## src/rtl/hsv_pixel_sequencer_pkg.sv

```systemverilog
// Shared types and constants for the HSV pixel sequencer: FSM encoding,
// colour field widths and default frame geometry.
package hsv_pixel_sequencer_pkg;

    typedef enum logic [1:0] {
        ST_IDLE  = 2'd0,
        ST_ISSUE = 2'd1,
        ST_WAIT  = 2'd2,
        ST_HOLD  = 2'd3
    } seq_state_t;

    localparam int unsigned CH_W       = 5;
    localparam int unsigned HUE_W      = 7;
    localparam int unsigned PIX_W      = 16;
    localparam int unsigned DEF_WIDTH  = 320;
    localparam int unsigned DEF_HEIGHT = 240;

    // Inclusive window test; lo > hi yields no match because there is no wrap.
    function automatic logic in_window(input logic [HUE_W-1:0] v,
                                       input logic [HUE_W-1:0] lo,
                                       input logic [HUE_W-1:0] hi);
        return (v >= lo) && (v <= hi);
    endfunction

endpackage

```

## src/rtl/hsv_pixel_sequencer_pix_coord_counter.sv

```systemverilog
// Pixel x/y coordinate counters with start-of-frame load, raster advance,
// line/frame wrap and a one-cycle frame_done pulse.
module pix_coord_counter #(
    parameter int unsigned WIDTH  = 320,
    parameter int unsigned HEIGHT = 240,
    parameter int unsigned XW     = 9,
    parameter int unsigned YW     = 8
) (
    input  logic          clk,
    input  logic          res,
    input  logic          sof_load,
    input  logic          advance,
    output logic [XW-1:0] x,
    output logic [YW-1:0] y,
    output logic          frame_done
);

    localparam logic [XW-1:0] X_LAST = XW'(WIDTH - 1);
    localparam logic [YW-1:0] Y_LAST = YW'(HEIGHT - 1);

    always_ff @(posedge clk or negedge res) begin
        if (!res) begin
            x          <= '0;
            y          <= '0;
            frame_done <= 1'b0;
        end else begin
            frame_done <= 1'b0;
            if (sof_load) begin
                x <= '0;
                y <= '0;
            end else if (advance) begin
                if (x == X_LAST) begin
                    x <= '0;
                    if (y == Y_LAST) begin
                        y          <= '0;
                        frame_done <= 1'b1;
                    end else begin
                        y <= y + YW'(1);
                    end
                end else begin
                    x <= x + XW'(1);
                end
            end
        end
    end

endmodule

```

## src/rtl/hsv_pixel_sequencer.sv

```systemverilog
// Feeds one RGB555 pixel at a time to the rgb2hsv converter and hands the
// HSV result downstream with x/y coordinates. Option macro: HSV_SEQ_MATCH_EN.
module hsv_pixel_sequencer
    import hsv_pixel_sequencer_pkg::*;
#(
    parameter int unsigned CONV_LAT = 3,
    parameter int unsigned WIDTH    = DEF_WIDTH,
    parameter int unsigned HEIGHT   = DEF_HEIGHT,
    parameter int unsigned XW       = 9,
    parameter int unsigned YW       = 8
) (
    input  logic             clk,
    input  logic             res,
    input  logic             pix_valid,
    input  logic [PIX_W-1:0] pix_data,
    input  logic             pix_sof,
    output logic             pix_ready,
    output logic             cv_read,
    output logic [PIX_W-1:0] cv_data,
    input  logic [HUE_W-1:0] cv_hue,
    input  logic [CH_W-1:0]  cv_sat,
    input  logic [CH_W-1:0]  cv_val,
    input  logic             cv_hue_invalid,
    input  logic             cv_done,
    output logic             out_valid,
    input  logic             out_ready,
    output logic [HUE_W-1:0] out_hue,
    output logic [CH_W-1:0]  out_sat,
    output logic [CH_W-1:0]  out_val,
    output logic             out_invalid,
    output logic [XW-1:0]    out_x,
    output logic [YW-1:0]    out_y,
`ifdef HSV_SEQ_MATCH_EN
    input  logic [HUE_W-1:0] hue_lo,
    input  logic [HUE_W-1:0] hue_hi,
    input  logic [CH_W-1:0]  sat_min,
    input  logic [CH_W-1:0]  val_min,
    output logic             out_match,
`endif
    output logic             frame_done
);

    localparam int unsigned    LW       = (CONV_LAT < 2) ? 1 : $clog2(CONV_LAT);
    localparam logic [LW-1:0]  LAT_LAST = LW'(CONV_LAT - 1);

    seq_state_t    state, next_state;
    logic [LW-1:0] lat_cnt;
    logic          accept, capture, xfer;

    assign accept  = pix_valid && pix_ready;
    assign xfer    = out_valid && out_ready;
    assign capture = (state == ST_WAIT) && (cv_done || (lat_cnt == LAT_LAST));

    always_comb begin
        next_state = state;
        cv_read    = 1'b0;
        case (state)
            ST_IDLE:  if (accept) next_state = ST_ISSUE;
            ST_ISSUE: begin
                cv_read    = 1'b1;
                next_state = ST_WAIT;
            end
            ST_WAIT:  if (capture) next_state = ST_HOLD;
            ST_HOLD:  if (xfer) next_state = ST_IDLE;
            default:  next_state = ST_IDLE;
        endcase
    end

    // pix_ready/out_valid are registered from next_state so they match the
    // state they describe and read as 0 for the whole of reset.
    always_ff @(posedge clk or negedge res) begin
        if (!res) begin
            state       <= ST_IDLE;
            lat_cnt     <= '0;
            pix_ready   <= 1'b0;
            out_valid   <= 1'b0;
            cv_data     <= '0;
            out_hue     <= '0;
            out_sat     <= '0;
            out_val     <= '0;
            out_invalid <= 1'b0;
        end else begin
            state     <= next_state;
            pix_ready <= (next_state == ST_IDLE);
            out_valid <= (next_state == ST_HOLD);
            if (accept) cv_data <= pix_data;
            if (state == ST_ISSUE) begin
                lat_cnt <= '0;
            end else if (state == ST_WAIT) begin
                lat_cnt <= lat_cnt + LW'(1);
            end
            if (capture) begin
                out_hue     <= cv_hue;
                out_sat     <= cv_sat;
                out_val     <= cv_val;
                out_invalid <= cv_hue_invalid;
            end
        end
    end

`ifdef HSV_SEQ_MATCH_EN
    always_ff @(posedge clk or negedge res) begin
        if (!res) begin
            out_match <= 1'b0;
        end else if (capture) begin
            out_match <= !cv_hue_invalid && in_window(cv_hue, hue_lo, hue_hi)
                         && (cv_sat >= sat_min) && (cv_val >= val_min);
        end
    end
`endif

    pix_coord_counter #(
        .WIDTH  (WIDTH),
        .HEIGHT (HEIGHT),
        .XW     (XW),
        .YW     (YW)
    ) u_coord (
        .clk        (clk),
        .res        (res),
        .sof_load   (accept && pix_sof),
        .advance    (xfer),
        .x          (out_x),
        .y          (out_y),
        .frame_done (frame_done)
    );

endmodule

```

## config.mk

```make
export PLATFORM = sky130hd
export DESIGN_NAME = hsv_pixel_sequencer
export DESIGN_NICKNAME = d
export VERILOG_FILES = /design/src/rtl/hsv_pixel_sequencer_pkg.sv /design/src/rtl/hsv_pixel_sequencer_pix_coord_counter.sv /design/src/rtl/hsv_pixel_sequencer.sv
export SDC_FILE = /design/constraint.sdc
export NUM_CORES = 1
export LEC_CHECK = 0
export CAP_MARGIN = 40
export CELL_PAD_IN_SITES_DETAIL_PLACEMENT = 2
export CELL_PAD_IN_SITES_GLOBAL_PLACEMENT = 2
export CORE_MARGIN = 4
export CORE_UTILIZATION = 27
export CTS_CLUSTER_DIAMETER = 120
export CTS_CLUSTER_SIZE = 20
export DETAILED_ROUTE_END_ITERATION = 10
export GPL_TIMING_DRIVEN = 0
export PLACE_DENSITY = 0.85
export SLEW_MARGIN = 15
export SYNTH_ARGS = -nofsm -noshare
export SYNTH_HDL_FRONTEND = slang
export SYNTH_SLANG_ARGS = --single-unit
```

## constraint.sdc

```tcl
create_clock -name clk -period 2.6 [get_ports clk]
set_clock_uncertainty 0.2 [all_clocks]
set_input_delay 0.39 -clock clk [delete_from_list [all_inputs] [get_ports clk]]
set_output_delay 0.39 -clock clk [all_outputs]
set_load 0.05 [all_outputs]
```

=== Yosys cells after proc, flatten, opt, wreduce, memory -nomap -nowiden ===
Cells that the tools add are included.

* Shifts and indexed selects: 0
* Muxes and demuxes: 18
* Order comparisons: 0
* $mul: 0
* Div/mod/pow operators: 0
* Add/subtract/negate cells: 3
* Bitwise logic cells: 0
* Reduce and logical (&&, ||, !) cells: 11
* Eq/ne operators: 7

{| class="wikitable"
|+ Operators with widths
! operator !! count
|-
| 8-bit two-way mux || 4
|-
| 9-bit two-way mux || 3
|-
| 2-bit two-way mux || 5
|-
| 9-bit by 1-bit adder with 9-bit output (second input constant) || 1
|-
| 9-bit equality test (second input constant) || 1
|-
| 8-bit by 1-bit adder with 8-bit output (second input constant) || 1
|-
| 2-bit equality test (second input constant) || 4
|-
| 8-bit equality test (second input constant) || 1
|-
| 2-bit one-hot mux with 4 select lines || 1
|-
| 2-bit nonzero test || 3
|-
| 1-bit two-way mux || 5
|-
| 1-bit logical AND || 4
|-
| 2-bit zero test || 2
|-
| 2-bit by 1-bit adder with 2-bit output (second input constant) || 1
|-
| 2-bit by 1-bit equality test with 1-bit output (second input constant) || 1
|-
| 2-bit AND reduction || 1
|-
| 1-bit logical OR || 1
|}

* Output and inout port bits: 55
* Latch bits: 0
* Memory bits (writable): 0
* Register bits: 58
* ROM bits: 0
* Memories kept: 0

=== Longest topological paths before layout ===
Gate-level depths: netlist (run 1).

* Depth after elaboration: 6
* Depth in mapped cells: 6
* Depth with buffers taken out: 6

=== Cells and area by module ===
From an unflattened synthesis (run 1), not the netlist that was laid out.

* Cell total of the unflattened synthesis: 204
* Area total of the unflattened synthesis: 2573.7 um^2

{| class="wikitable"
|+ Modules (own cells, without submodules)
! module !! area an instance (um^2) !! seq. area each (um^2) !! cells an instance !! instances
|-
| hsv_pixel_sequencer || 1592.8 || 1001.0 || 102 || 1
|-
| pix_coord_counter || 980.9 || 450.4 || 102 || 1
|}

=== Least setup slack after synthesis (run 1) ===
No wires, ideal clock.

* Path type: flip-flop to flip-flop
* Start: register u_coord.x[0]
* End: register u_coord.y[5]
* Slack: 0.163 ns
* Clock period less this slack: 2.437 ns
* Setup time: 0.077 ns
* Required time: 2.323 ns
* Arrival: 2.160 ns
* Cell stages (with the launch flop): 7
* Path through: dfrtp_1 > ha_1 > nand3b_1 > or4_1 > buf_2 > or4_1 > o21ai_1

* Longest elaborated chain between the ends: 3

{| class="wikitable"
|+ RTL lines
! what !! RTL line !! text
|-
| start: declaration || hsv_pixel_sequencer_pix_coord_counter.sv:13 || <nowiki>output logic [XW-1:0] x,</nowiki>
|-
| start signal: assignment || hsv_pixel_sequencer_pix_coord_counter.sv:41 || <nowiki>x <= x + XW'(1);</nowiki>
|-
| 9-bit equality test || hsv_pixel_sequencer_pix_coord_counter.sv:32 || <nowiki>if (x == X_LAST) begin</nowiki>
|-
| 2-bit nonzero test (no line) || -- ||
|-
| 2-bit AND reduction (no line) || -- ||
|-
| end signal: assignment || hsv_pixel_sequencer_pix_coord_counter.sv:38 || <nowiki>y <= y + YW'(1);</nowiki>
|-
| end: declaration || hsv_pixel_sequencer_pix_coord_counter.sv:14 || <nowiki>output logic [YW-1:0] y,</nowiki>
|}

Every way passes these cells.
A chain may end at the register's enable or synchronous reset.

=== Worst setup path in the final report (run 1) ===
* Start: input port out_ready
* End: register u_coord.y[5]

* Longest elaborated chain between the ends: 3

{| class="wikitable"
|+ RTL lines
! what !! RTL line !! text
|-
| start: declaration || hsv_pixel_sequencer.sv:26 || <nowiki>input logic out_ready,</nowiki>
|-
| 1-bit logical AND || hsv_pixel_sequencer.sv:51 || <nowiki>assign xfer = out_valid && out_ready;</nowiki>
|-
| 2-bit nonzero test (no line) || -- ||
|-
| 2-bit AND reduction (no line) || -- ||
|}

Every way passes these cells.

==> reports/qor.csv, run 1 <==
metric;value;unit
layout-stage area growth over the synthesis result;51.9;%
setup tns final;0;ns
clk buf depth;2;
WHS Path Cells;1;
DRC viols;0;
Worst VDD drop;0.609;mV
synthesized cell area;2530;µm²
Post-Route WL;7.58;mm
first-pass GRT wire length;12.5;mm
element type at the critical path start;input port;
Worst Hold Launch;out_hue[2]$_DFFE_PN0P_;
H-tree levels;3;
vias post-DR;2112;
Slew HR;48.7;%
Buffers on Ports;94;
Ports;95;
ANT cells;0;
max_cap viols;0;
TritonRoute pass-1 iters;4;
total chip power;4.78;mW
register area share after synthesis;57.3;%
Post-synth EDFFs;0;
flop-to-flop setup slack;0.34;ns
Worst-path clk slew;0.06;ns
Crit Reg-Reg Endpoint;u_coord.y[4]$_DFFE_PN0P_;
Core ar.;9200;µm²
syn nets;253;
Distinct cells, synth;38;
Synth Warn #;0;
clk root buf;clkbuf_8;
vias in the first global route;2485;
FF-to-FF Start;u_coord.x[0]$_DFFE_PN0P_;
Finished Cell Area;3850;µm²
syn_area_per_cell;12.3;µm²
crit share post-route;88.8;%
CP Class;input port to flop;
Iteration-0 DRC Markers;30;
num rows;35;
outcome;finished clean;
max frequency;433;MHz
Starting Density;27.6;%
placed insts;412;
Hold EP;out_hue[2]$_DFFE_PN0P_;
proportion of layout cells with a drive suffix above 1;17.9;%
register bit total from synthesis;58;
Async SR Flop Fraction;100;%
pwr dens;1240;nW/µm²
Top FF cell, synth;dfrtp_1;
Hold Crit Class;flop to flop;
die footprint;11000;µm²
largest net degree at the start of global routing;59;
TritonCTS clock tree;yes;
Post-DP HPWL;5.61;mm
RSZ-0062 raised after global routing;no;
crit path DAT;2.36;ns
gr ovfl total;0;
Nets;360;
Placer Congestion;0.728;
drt via density;4.92;
final hold violations;0;
Critical Path Source;out_ready;
Non-Filler Instances;429;
# clock sinks;58;
path depth of the worst reg2reg path;6;
die extent in y;105;µm
Post-Synthesis Cells;206;
die width;105;µm
Routed WL per cell;17.7;µm
CTS buffer count;9;
CP required;2.65;ns
Final ANT Viol Nets;0;
fin crit period;2.31;ns
total global routing track utilization;14.3;%
DP Area;3620;µm²
crit-path max FO;8;
Slew @ Worst Pin;0.770;ns
clock latency on the worst-skew pair;0.33;ns
Slew Viols, Final;0;
leakage;1.59;nW
Final Setup Violations;0;
initial antenna violation count;0;
Worst Setup End Kind;flop;
post-CTS repair timing setup buffer count;0;
## registers in the layout, summed over array words and instances (netlist names)
name                flops
pix_ready               1
state                   2
u_coord.frame_done      1
lat_cnt                 2
out_valid               1
cv_data                16
out_sat                 5
u_coord.y               8
out_invalid             1
out_hue                 7
out_val                 5
u_coord.x               9
## per-stage QoR
step	utilization, %	hold slack, ns	worst slack (ns)
6_report	41.9	0.308	0.292
3_5_place_dp	39.3	0.297	-0.0574
4_1_cts	41.8	0.314	0.0337
5_1_grt	41.9	0.326	0.125
3_3_place_gp	39.3	0.287	-1.03
2_1_floorplan	-	-0.106	0.163
## power by group
part           leakage [nW]  switching [mW]  internal [mW]
clock network         0.105           0.388          0.537
logic                 0.754            1.54          0.898
registers             0.727           0.185           1.23
total                  1.59            2.12           2.66
## worst max-delay path, cell delays in order
cell             delay [ns]
clkdlybuf4s50_1        0.51
nand2_1                0.16
or4_1                  0.54
buf_2                  0.17
or4_1                  0.50
o21ai_1                0.08
## how the worst max path moves through the flow
stage                                          end  slack, ns  cells after the start
after global routing      u_coord.y[4]$_DFFE_PN0P_       0.13                      6
after global placement     cv_data[11]$_DFFE_PN0P_      -1.03                      1
after detailed placement  u_coord.y[5]$_DFFE_PN0P_      -0.06                      6
after CTS                                  cv_read       0.03                      3
final                     u_coord.y[5]$_DFFE_PN0P_       0.29                      6
after floorplan           u_coord.y[5]$_DFFE_PN0P_       0.16                      6
## routing by layer
| layer | wire, µm | global-route usage (%) | up-vias |
|---|---|---|---|
| li1 | - | - | 966 |
| met1 | 2920 | 15.5 | 1067 |
| met2 | 3890 | 24.5 | 72 |
| met3 | 691 | 6.92 | 7 |
| met4 | 76 | 4.40 | 0 |
| met5 | 0 | 0 | - |
## layout by cell type, fill, tap and decap left out, drive strengths merged, types with 2 or more instances in the layout
cell           count
a21oi              7
a311oi             2
a32o               2
and2               2
and3               3
buf                3
bufinv             2
clkbuf            14
clkdlybuf4s50     92
clkinv             3
clkinvlp           2
dfrtp             58
ha                 7
inv                5
mux2              36
nand2             14
nand3              7
nand4              4
nor2              10
nor2b              3
nor3               8
nor4               2
o21ai              9
or4                3
xnor2              2
xor2               2
## synthesized netlist by cell type (2+ instances only)
| cell type | n | area share (%) |
|---|---|---|
| dfrtp_1 | 58 | 57 |
| mux2_2 | 36 | 16 |
| nand2_1 | 14 | 2.1 |
| nor2_1 | 10 | 1.5 |
| nor3_1 | 8 | 1.6 |
| a21oi_1 | 7 | 1.4 |
| ha_1 | 7 | 3.5 |
| nand3_1 | 6 | 1.2 |
| o21ai_0 | 6 | 1.2 |
| clkbuf_1 | 5 | 0.74 |
| inv_1 | 5 | 0.74 |
| nand4_1 | 4 | 0.99 |
| and3_1 | 3 | 0.74 |
| nor2b_1 | 3 | 0.74 |
| o21ai_1 | 3 | 0.59 |
| or4_1 | 3 | 0.89 |
| a311oi_1 | 2 | 0.69 |
| a32o_1 | 2 | 0.79 |
| and2_1 | 2 | 0.49 |
| nor4_1 | 2 | 0.49 |
| xnor2_1 | 2 | 0.69 |
| xor2_1 | 2 | 0.69 |
## timing repair
action                                  4_1_cts  5_1_grt
hold buffers                                  1        0
gates resized for setup                       0        1
endpoints found under the hold margin        58        0
endpoints found under the setup margin        0        1
## kinds of logic (layout without fill, tap and decap cells)
group	after synthesis	in the layout	synth area share, %
muxes	37	37	16.4
AOI/OAI and AO/OA	29	29	7.61
and+or+nand+nor	60	60	12.2
xor gates and xnor gates	4	4	1.38
DFF	58	58	57.3
buffers and inverters	11	123	1.68
adders and majority gates	7	7	3.46
## final cells by class
| type | instances | area [µm²] |
|---|---|---|
| buffer | 6 | 23.8 |
| tap | 111 | 139 |
| sequential | 58 | 1450 |
| clock inverter | 7 | 93.8 |
| timing repair buffer | 96 | 958 |
| multi-input combinational | 137 | 1040 |
| clock buffer | 9 | 124 |
| inverter | 5 | 18.8 |
| fill | 970 | 5350 |
Power figures use the tool's default switching activity.
==> inputs of run 2 (changes only) <==
--- a/config.mk
+++ b/config.mk
@@ -9,13 +9,14 @@
 export CELL_PAD_IN_SITES_DETAIL_PLACEMENT = 2
 export CELL_PAD_IN_SITES_GLOBAL_PLACEMENT = 2
 export CORE_MARGIN = 4
-export CORE_UTILIZATION = 27
+export CORE_UTILIZATION = 28
 export CTS_CLUSTER_DIAMETER = 120
 export CTS_CLUSTER_SIZE = 20
 export DETAILED_ROUTE_END_ITERATION = 10
 export GPL_TIMING_DRIVEN = 0
-export PLACE_DENSITY = 0.85
+export PLACE_DENSITY = 0.87
 export SLEW_MARGIN = 15
 export SYNTH_ARGS = -nofsm -noshare
 export SYNTH_HDL_FRONTEND = slang
+export SYNTH_HIERARCHICAL = 1
 export SYNTH_SLANG_ARGS = --single-unit
==> run 2 against run 1 <==
Compared with the run above:
- core utilization rose by 1.8 points
- sequential cell count unchanged
- via count fell by 2.8%
- count of clock-buffer cells in the layout up 2
- wire length decreased by 2.7%
==> reports/qor.csv, run 2 <==
metric;value;unit;change
first-pass GRT wire length;12.0;mm;-3.9%
delay-heaviest family, CP;buffers and inverters;;
Filler Cell Count;913;;-5.9%
Reg with most FFs;cv_data;;
num rows;34;;-2.9%
Worst VDD drop;0.594;mV;-2.4%
Yosys top cell area share;56.4;%;-0.89 points
Final ANT Viol Nets;0;;unchanged
Slowest-stage cell, CP;clkdlybuf4s50_1;;
worst slack, placed;0.0697;ns;+0.127 ns
Non-Filler Instances;424;;-1.2%
Async SR Flop Fraction;100;%;unchanged
element type at the critical path start;flop;;
Post-synth top cells;dfrtp_1 (58), mux2_2 (35), a21oi_1 (11), nand2_1 (11), nor2_1 (11);;
most common cell after layout, fill and taps aside;clkdlybuf4s50_1;;
die footprint;10800;µm²;-1.9%
most frequent cells in the layout;clkdlybuf4s50_1 (92), dfrtp_1 (58), mux2_2 (35);;
DRC viols;0;;unchanged
Met1 Wirelength;2.82;mm;-3.3%
largest stage delay on the critical path;0.86;ns;+0.32 ns
DR top layer;met4;;
Placer Congestion;0.717;;-1.5%
Synth Warn #;6;;+6
Post-Route WL;7.37;mm;-2.7%
proportion of layout cells with a drive suffix above 1;19.3;%;+1.4 points
placed insts;407;;-1.2%
total global routing track utilization;14.0;%;-0.27 points
clock latency on the worst-skew pair;0.33;ns;about the same
fin crit period;2.28;ns;-0.0316 ns
Starting Density;29.1;%;+1.5 points
post-route setup slack;0.324;ns;+0.0316 ns
crit-path max FO;7;;-1
vias in the first global route;2289;;-7.9%
pwr dens;1250;nW/µm²;+0.30%
# clock sinks;58;;unchanged
Buffers on Ports;94;;unchanged
most frequent cell after synthesis;dfrtp_1;;
max frequency;439;MHz;+1.4%
Iteration-0 DRC Markers;62;;+110%
layout-stage area growth over the synthesis result;49.9;%;
Final Setup Violations;0;;unchanged
ANT cells;0;;unchanged
met2 routed WL;3.96;mm;+1.6%
DP Area;3670;µm²;+1.6%
gr ovfl total;0;;unchanged
Top FF cell, synth;dfrtp_1;;
CP required;2.01;ns;-0.64 ns
Finished Cell Area;3860;µm²;+0.26%
max FFs per register;16;;unchanged
Post-Synthesis Cells;204;;-0.97%
Synth area leaders;dfrtp_1 (56%), mux2_2 (15%), ha_1 (3.4%);;
Core ar.;8850;µm²;-3.8%
drt via density;4.84;;-1.6%
Slew Viols, Final;0;;unchanged
Post-synth EDFFs;0;;unchanged
Nets;358;;-0.56%
final hold violations;0;;unchanged
Slew HR;63.5;%;+15 points
RSZ-0062 raised after global routing;no;;
Slew @ Worst Pin;0.546;ns;-0.224 ns
syn nets;251;;-0.79%
crit path DAT;1.69;ns;-0.67 ns
CP Class;flop to output port;;
biggest regs;cv_data (16), u_coord/x (9), u_coord/y (8);;
syn_area_per_cell;12.6;µm²;+2.6%
register bit total from synthesis;58;;unchanged
leakage;1.62;nW;+2.4%
register area share after synthesis;56.4;%;-0.89 points
CP cell instances;clkdlybuf4s50_1;;
die width;104;µm;-0.95%
Worst-path clk slew;0.07;ns;about the same
Routed WL per cell;17.4;µm;-1.6%
clk buf depth;2;;unchanged
Distinct cells, synth;37;;-2.6%
max_cap viols;0;;unchanged
Worst Setup End Kind;output port;;
final core occ;43.6;%;+1.8 points
clk root buf;clkbuf_8;;
CTS buffer count;9;;unchanged
outcome;finished clean;;
die extent in y;104;µm;-0.95%
largest net degree at the start of global routing;59;;unchanged
Ports;95;;unchanged
initial antenna violation count;0;;unchanged
metal3 WL;577;µm;-16%
Worst Path Buf+Inv;1;;-1
vias post-DR;2053;;-2.8%
TritonCTS clock tree;yes;;
crit share post-route;87.6;%;-1.2 points
H-tree levels;3;;unchanged
post-synth top area cell;dfrtp_1;;
Post-DP HPWL;5.42;mm;-3.4%
synthesized cell area;2570;µm²;+1.6%
TritonRoute pass-1 iters;4;;unchanged
Hold Crit Class;flop to flop;;
-- run 2: changes by cell type in the layout (fill, tap and decap cells not counted), moves of 3 or more --
cell | previous run | this run
nand2_1 | 14 | 11
nand2b_1 | 1 | 6
nor3_1 | 8 | 4
a21oi_1 | 7 | 11
-- run 2: metrics by stage --
step	hold slack (ns)	total power [mW]	TNS [ns]
after global placement	0.287	4.03	-60.80
after detailed placement	0.213	4.13	0
final	0.305	4.81	0
after floorplan	-0.106	3.19	0
after global routing	0.318	5.08	0
after CTS	0.310	4.90	0
-- run 2: area by class of cell --
| cell class | instances | area, µm² | share of cell area (%) |
|---|---|---|---|
| repair buffers | 96 | 978 | 25.4 |
| inverters | 3 | 11.3 | 0.292 |
| multi-input cells | 137 | 1070 | 27.8 |
| well taps | 108 | 135 | 3.50 |
| clock buffers | 11 | 141 | 3.66 |
| plain buffers | 6 | 38.8 | 1.01 |
| flip-flops and latches | 58 | 1450 | 37.6 |
| clock inverters | 5 | 30.0 | 0.778 |
-- run 2: cell families (layout without fill, tap and decap cells) --
family,after synthesis,after routing,share of synthesized area [%]
AND/OR/NAND/NOR,64,64,14.6
AO/OA/AOI/OAI,24,24,5.88
buffers and inverters,9,121,1.94
XOR/XNOR,6,6,2.04
multiplexers,36,36,15.7
adder cells (fa/ha/maj),7,7,3.40
flip-flops,58,58,56.4
-- run 2: worst reg2reg max path: stages, from the launching register on --
cell and delay (ns):
dfrtp_1 0.36, and2_1 0.26, and3_1 0.19, buf_4 0.14, nand3_4 0.09, buf_6 0.15, or4_1 0.47, o21ai_1 0.08
-- run 2: power breakdown --
group,switching [mW],leakage [nW],internal [mW]
registers,0.202,0.724,1.25
logic,1.63,0.815,0.995
clock network,0.371,0.0851,0.367
-- run 2: worst paths after layout --
path / from / end / slack [ns] / depth (start not counted)
setup / recovery: u_coord/x[6]$_DFFE_PN0P_ / out_x[6] / 0.32 / 1
hold / removal: cv_data[8]$_DFFE_PN0P_ / cv_data[8]$_DFFE_PN0P_ / 0.30 / 1
setup reg to reg: out_valid$_DFF_PN0_ / u_coord/y[3]$_DFFE_PN0P_ / 0.58 / 7
hold reg to reg: cv_data[8]$_DFFE_PN0P_ / cv_data[8]$_DFFE_PN0P_ / 0.30 / 1
max in group asynchronous: res / u_coord/y[1]$_DFFE_PN0P_ / 1.54 / 3
min in group asynchronous: res / u_coord/y[6]$_DFFE_PN0P_ / 0.37 / 3
-- run 2: per-layer routing --
metal / track usage (%) / vias to the layer above
li1: - / 945
met1: 15.2 / 1041
met2: 24.9 / 62
met3: 6.89 / 5
met4: 2.56 / 0
met5: 0 / -
-- run 2: what timing repair did --
item | 4_1_cts | 5_1_grt
setup buffers | 0 | 0
gates resized for setup | 0 | 1
endpoints found under the hold margin | 58 | 0
setup endpoints to repair | 0 | 1
hold buffers | 1 | 0
==> inputs of run 3 (changes only) <==
--- a/config.mk
+++ b/config.mk
@@ -15,8 +15,10 @@
 export DETAILED_ROUTE_END_ITERATION = 10
 export GPL_TIMING_DRIVEN = 0
 export PLACE_DENSITY = 0.87
+export REMOVE_ABC_BUFFERS = 1
 export SLEW_MARGIN = 15
 export SYNTH_ARGS = -nofsm -noshare
 export SYNTH_HDL_FRONTEND = slang
 export SYNTH_HIERARCHICAL = 1
 export SYNTH_SLANG_ARGS = --single-unit
+export TNS_END_PERCENT = 20
==> run 3 against run 2 <==
Compared with the run above:
- die area stayed put
- hold slack gained 0.0033 ns
- clock power grew 8.3%
- largest power group unchanged
- register-to-register slack worse by 0.13 ns
- power grew 1.3%
- combinational power about the same
- global-route usage is 0.36 points higher
- critical endpoint is now cv_read
- setup slack lost 0.24 ns
- critical path depth grew 2
- wire length rose by 1.0%
- sequential power hardly changed
==> reports/qor.csv, run 3 (synthesis results as in run 2) <==
metric;value;unit;change
Final Setup Violations;0;;unchanged
num rows;34;;unchanged
Reg with most FFs;cv_data;;
vias post-DR;2028;;-1.2%
Fin Hold WS;0.308;ns;+0.00333 ns
Finished Cell Area;3840;µm²;-0.52%
crit path DAT;1.92;ns;+0.23 ns
clk root buf;clkbuf_8;;
flop-to-flop setup slack;0.45;ns;-0.13 ns
setup tns final;0;ns;unchanged
clk buf depth;2;;unchanged
Iteration-0 DRC Markers;21;;-66%
Buffers on Ports;94;;unchanged
Starting Density;29.1;%;unchanged
post-CTS repair timing setup buffer count;0;;unchanged
FF-to-FF Start;lat_cnt[0]$_DFFE_PN0P_;;
DRC viols;0;;unchanged
Worst Setup End Kind;output port;;
crit share post-route;96.7;%;+9.1 points
path depth of the worst reg2reg path;6;;-1
Crit Reg-Reg Endpoint;out_valid$_DFF_PN0_;;
pwr dens;1270;nW/µm²;+1.8%
initial antenna violation count;0;;unchanged
Post-DP HPWL;5.44;mm;+0.40%
CP required;2.01;ns;about the same
Post-Route WL;7.45;mm;+1.0%
Slew Viols, Final;0;;unchanged
TritonRoute pass-1 iters;4;;unchanged
total chip power;4.87;mW;+1.3%
H-tree levels;3;;unchanged
CTS buffer count;9;;unchanged
layout-stage area growth over the synthesis result;49.1;%;
die width;104;µm;unchanged
drt via density;4.84;;about the same
area of the multi-input gates;1070;µm²;unchanged
outcome;finished clean;;
total global routing track utilization;14.4;%;+0.36 points
max_cap viols;0;;unchanged
# clock sinks;58;;unchanged
die footprint;10800;µm²;unchanged
die extent in y;104;µm;unchanged
TritonCTS clock tree;yes;;
Nets;353;;-1.4%
Hold Crit Class;input port to async pin;;
fin crit period;2.51;ns;+0.237 ns
Non-Filler Instances;419;;-1.2%
final core occ;43.4;%;-0.23 points
clock latency on the worst-skew pair;0.33;ns;about the same
proportion of layout cells with a drive suffix above 1;18.6;%;-0.65 points
Filler Cell Count;931;;+2.0%
first-pass GRT wire length;12.3;mm;+2.1%
biggest regs;cv_data (16), u_coord/x (9), u_coord/y (8);;
placed insts;401;;-1.5%
RSZ-0062 raised after global routing;no;;
element type at the critical path start;flop;;
max FFs per register;16;;unchanged
most common cell after layout, fill and taps aside;clkdlybuf4s50_1;;
DP Area;3630;µm²;-1.3%
Slew HR;47.7;%;-16 points
most frequent cells in the layout;clkdlybuf4s50_1 (93), dfrtp_1 (58), mux2_2 (35);;
worst slack, placed;-0.0629;ns;-0.133 ns
Slew @ Worst Pin;0.782;ns;+0.236 ns
post-route setup slack;0.0867;ns;-0.237 ns
largest net degree at the start of global routing;33;;-44%
Worst-path clk slew;0.07;ns;about the same
Final ANT Viol Nets;0;;unchanged
leakage;1.60;nW;-1.4%
gr ovfl total;0;;unchanged
crit-path max FO;5;;-2
Routed WL per cell;17.8;µm;+2.2%
max frequency;398;MHz;-9.4%
Worst VDD drop;0.654;mV;+10%
vias in the first global route;2372;;+3.6%
CP Class;flop to output port;;
Ports;95;;unchanged
Placer Congestion;0.699;;-2.5%
Seq. cell area;1450;µm²;unchanged
ANT cells;0;;unchanged
final hold violations;0;;unchanged
Core ar.;8850;µm²;unchanged
run 3: cell count changes in the layout (fill, tap and decap cells not counted), sizes merged:
cell and delta:
clkdlybuf4s50 +1, clkinvlp -1, clkbuf -3, bufinv +1, dlymetal6s2s -1, clkinv +1, buf -3
run 3: timing repair:
action / in CTS / in global routing
resized for setup: 0 / 0
endpoints found under the hold margin: 26 / 0
hold buffers: 1 / 0
endpoints found under the setup margin: 0 / 0
run 3: report_power, final:
group          switching, mW  internal [mW]  leakage, nW
logic                   1.63          0.987        0.782
clock network          0.364          0.436       0.0958
registers              0.205           1.25        0.724
total                   2.20           2.67         1.60
run 3: worst max path at each step:
stage                                   startpoint                  endpoint  slack, ns  cells past startpoint
after floorplan           u_coord/x[0]$_DFFE_PN0P_  u_coord/y[3]$_DFFE_PN0P_       0.47                      5
after global placement                         res    cv_data[2]$_DFFE_PN0P_      -1.05                      1
after detailed placement                 pix_valid  u_coord/x[5]$_DFFE_PN0P_      -0.06                      6
after CTS                       state[1]$_DFF_PN0_                   cv_read       0.04                      3
after global routing            state[1]$_DFF_PN0_                   cv_read       0.01                      3
final                           state[1]$_DFF_PN0_                   cv_read       0.09                      3
run 3: worst max-delay path, stage by stage (launching register included):
cell and delay [ns]:
dfrtp_1 0.43, inv_1 0.10, ha_1 0.22, clkdlybuf4s50_1 0.84
run 3: metal layers:
| metal | up-vias | GRT usage, % | wire length [µm] |
|---|---|---|---|
| met5 | - | 0 | 0 |
| met4 | 0 | 3.70 | 45 |
| met3 | 6 | 6.77 | 571 |
| met2 | 66 | 26.3 | 4070 |
| met1 | 1026 | 14.7 | 2760 |
| li1 | 930 | - | - |
run 3: cell type report:
type | count | share of cell area [%]
inverter | 3 | 0.293
tap | 108 | 3.52
multi-input combinational | 137 | 27.9
clock buffer | 10 | 3.32
clock inverter | 6 | 1.50
sequential | 58 | 37.8
timing repair buffer | 97 | 25.6
==> patch, RTL diff (flow settings as in run 1) <==
Encoding of `seq_state_t`: now Gray code (2 bits for 4 states).
--- a/src/rtl/hsv_pixel_sequencer_pkg.sv
+++ b/src/rtl/hsv_pixel_sequencer_pkg.sv
@@ -4,8 +4,8 @@
 
     typedef enum logic [1:0] {
-        ST_IDLE  = 2'd0,
-        ST_ISSUE = 2'd1,
-        ST_WAIT  = 2'd2,
-        ST_HOLD  = 2'd3
+        ST_IDLE  = 2'b00,
+        ST_ISSUE = 2'b01,
+        ST_WAIT  = 2'b11,
+        ST_HOLD  = 2'b10
     } seq_state_t;
 
Formal check against the unedited RTL: same outputs for any inputs over 10 cycles, from zero or initial values; not proved beyond that.
==> patch against run 1 <==
- setup slack worse by 0.11 ns
- total power is 2.8% higher
- routed wire length is 3.0% higher
- cell area is 0.72% lower
- synthesized cell count is 3.4% lower
- sequential cell count stayed put
- final cell count is 1.9% lower
- via count is 4.4% lower
- fmax is 4.4% lower
- synthesized area is 3.0% lower
- largest cell class unchanged
- highest routed layer unchanged
==> patch: results (changes against run 1) <==
status=finished clean (unchanged); dpl ws=-0.0718 ns (was -0.0574 ns); routing usage on met2=0.262 (was 0.245); Detailed Route WL=7810 um (was 7580 um); routed vias=2,019 (was 2,112); proportion of layout cells with a drive suffix above 1=0.192 (was 0.179); Mean Syn Cell Area=12.4 sq um (was 12.3 sq um); Fill cells=861 (was 970); all-layer global routing usage=0.161 (was 0.143); WL met2=3930 um (was 3890 um); Post-synth top cells=dfrtp_1 (58), mux2_2 (34), nand2_1 (18), a21oi_1 (11), nor2_1 (9) (was dfrtp_1 (58), mux2_2 (36), nand2_1 (14), nor2_1 (10), nor3_1 (8)); pin count of the biggest net entering global routing=39 (was 59); detailed-placement wirelength estimate=5680 um (was 5610 um); internal power=0.00275 W (was 0.00266 W); worst-path fanout max=10 (was 8); vias in the first global route=2,311 (was 2,485); Placed Area=3570 sq um (was 3620 sq um); worst vdd ir=0.804 mV (was 0.609 mV); Leakage=1.61 nW (was 1.59 nW); vias per inst=4.80 (was 4.92); GP Congestion=0.770 (was 0.728); TritonRoute pass-1 iters=3 (was 4); leading cell types by total area after synthesis=dfrtp_1 (59%), mux2_2 (16%), nand2_1 (2.7%), a21oi_1 (2.2%), ha_1 (1.5%) (was dfrtp_1 (57%), mux2_2 (16%), ha_1 (3.5%), nand2_1 (2.1%), nor3_1 (1.6%)); crit path DAT=2.47 ns (was 2.36 ns); Iteration-0 DRC Markers=29 (was 30); Netlist cell types=39 (was 38); sequential power=0.00145 W (was 0.00141 W); Met3 Wirelength=800 um (was 691 um); first-pass GRT wire length=12,800 um (was 12,500 um); met3 usage=0.0791 (was 0.0692); Crit-path slowest cell=or4_4 (was or4_1); met1 usage in global routing=0.184 (was 0.155); wl on met1=2960 um (was 2920 um); HP Class=input port to async pin (was register to register)
==> patch: changes by cell type after synthesis, sizes merged, moves of 3 or more <==
cell,change
nand2,+5
nor3,-6
ha,-4
nand3,-3
a21oi,+4
==> patch: area by class of cell <==
class,count,area (sq um),area share
plain buffers,6,31.3,0.00819
clock buffers,12,165,0.0432
clock inverters,4,72.6,0.0190
inverters,3,11.3,0.00295
multi-input cells,132,965,0.252
flip-flops and latches,58,1450,0.380
well taps,108,135,0.0354
repair buffers,98,990,0.259
==> patch: kinds of logic (layout without fill, tap and decap cells) <==
kind of cell             count (synthesis)  after routing  share of synthesized area
flip-flops                              58             58                      0.590
AND/OR/NAND/NOR                         63             63                      0.137
XOR/XNOR                                 5              5                     0.0178
adder cells (fa/ha/maj)                  3              3                     0.0153
AO/OA/AOI/OAI                           26             26                     0.0621
buffers and inverters                    9            123                     0.0173
multiplexers                            35             35                      0.160
==> patch: path summary, 6_finish.rpt <==
check,slack [ns],start,to,depth (start not counted)
worst min-delay path,0.28,res,out_val[2]$_DFFE_PN0P_,2
worst min register to register,0.31,cv_data[14]$_DFFE_PN0P_,cv_data[14]$_DFFE_PN0P_,1
min in group clk,0.31,cv_data[14]$_DFFE_PN0P_,cv_data[14]$_DFFE_PN0P_,1
worst max-delay path,0.19,u_coord.x[0]$_DFFE_PN0P_,u_coord.y[6]$_DFFE_PN0P_,6
worst max register to register,0.19,u_coord.x[0]$_DFFE_PN0P_,u_coord.y[6]$_DFFE_PN0P_,6
max in group asynchronous,1.40,res,out_val[4]$_DFFE_PN0P_,3
==> patch: repair_timing <==
action | CTS | global route
resized for setup | 0 | 1
setup endpoints to repair | 0 | 1
endpoints found under the hold margin | 20 | 0
hold buffers | 1 | 0
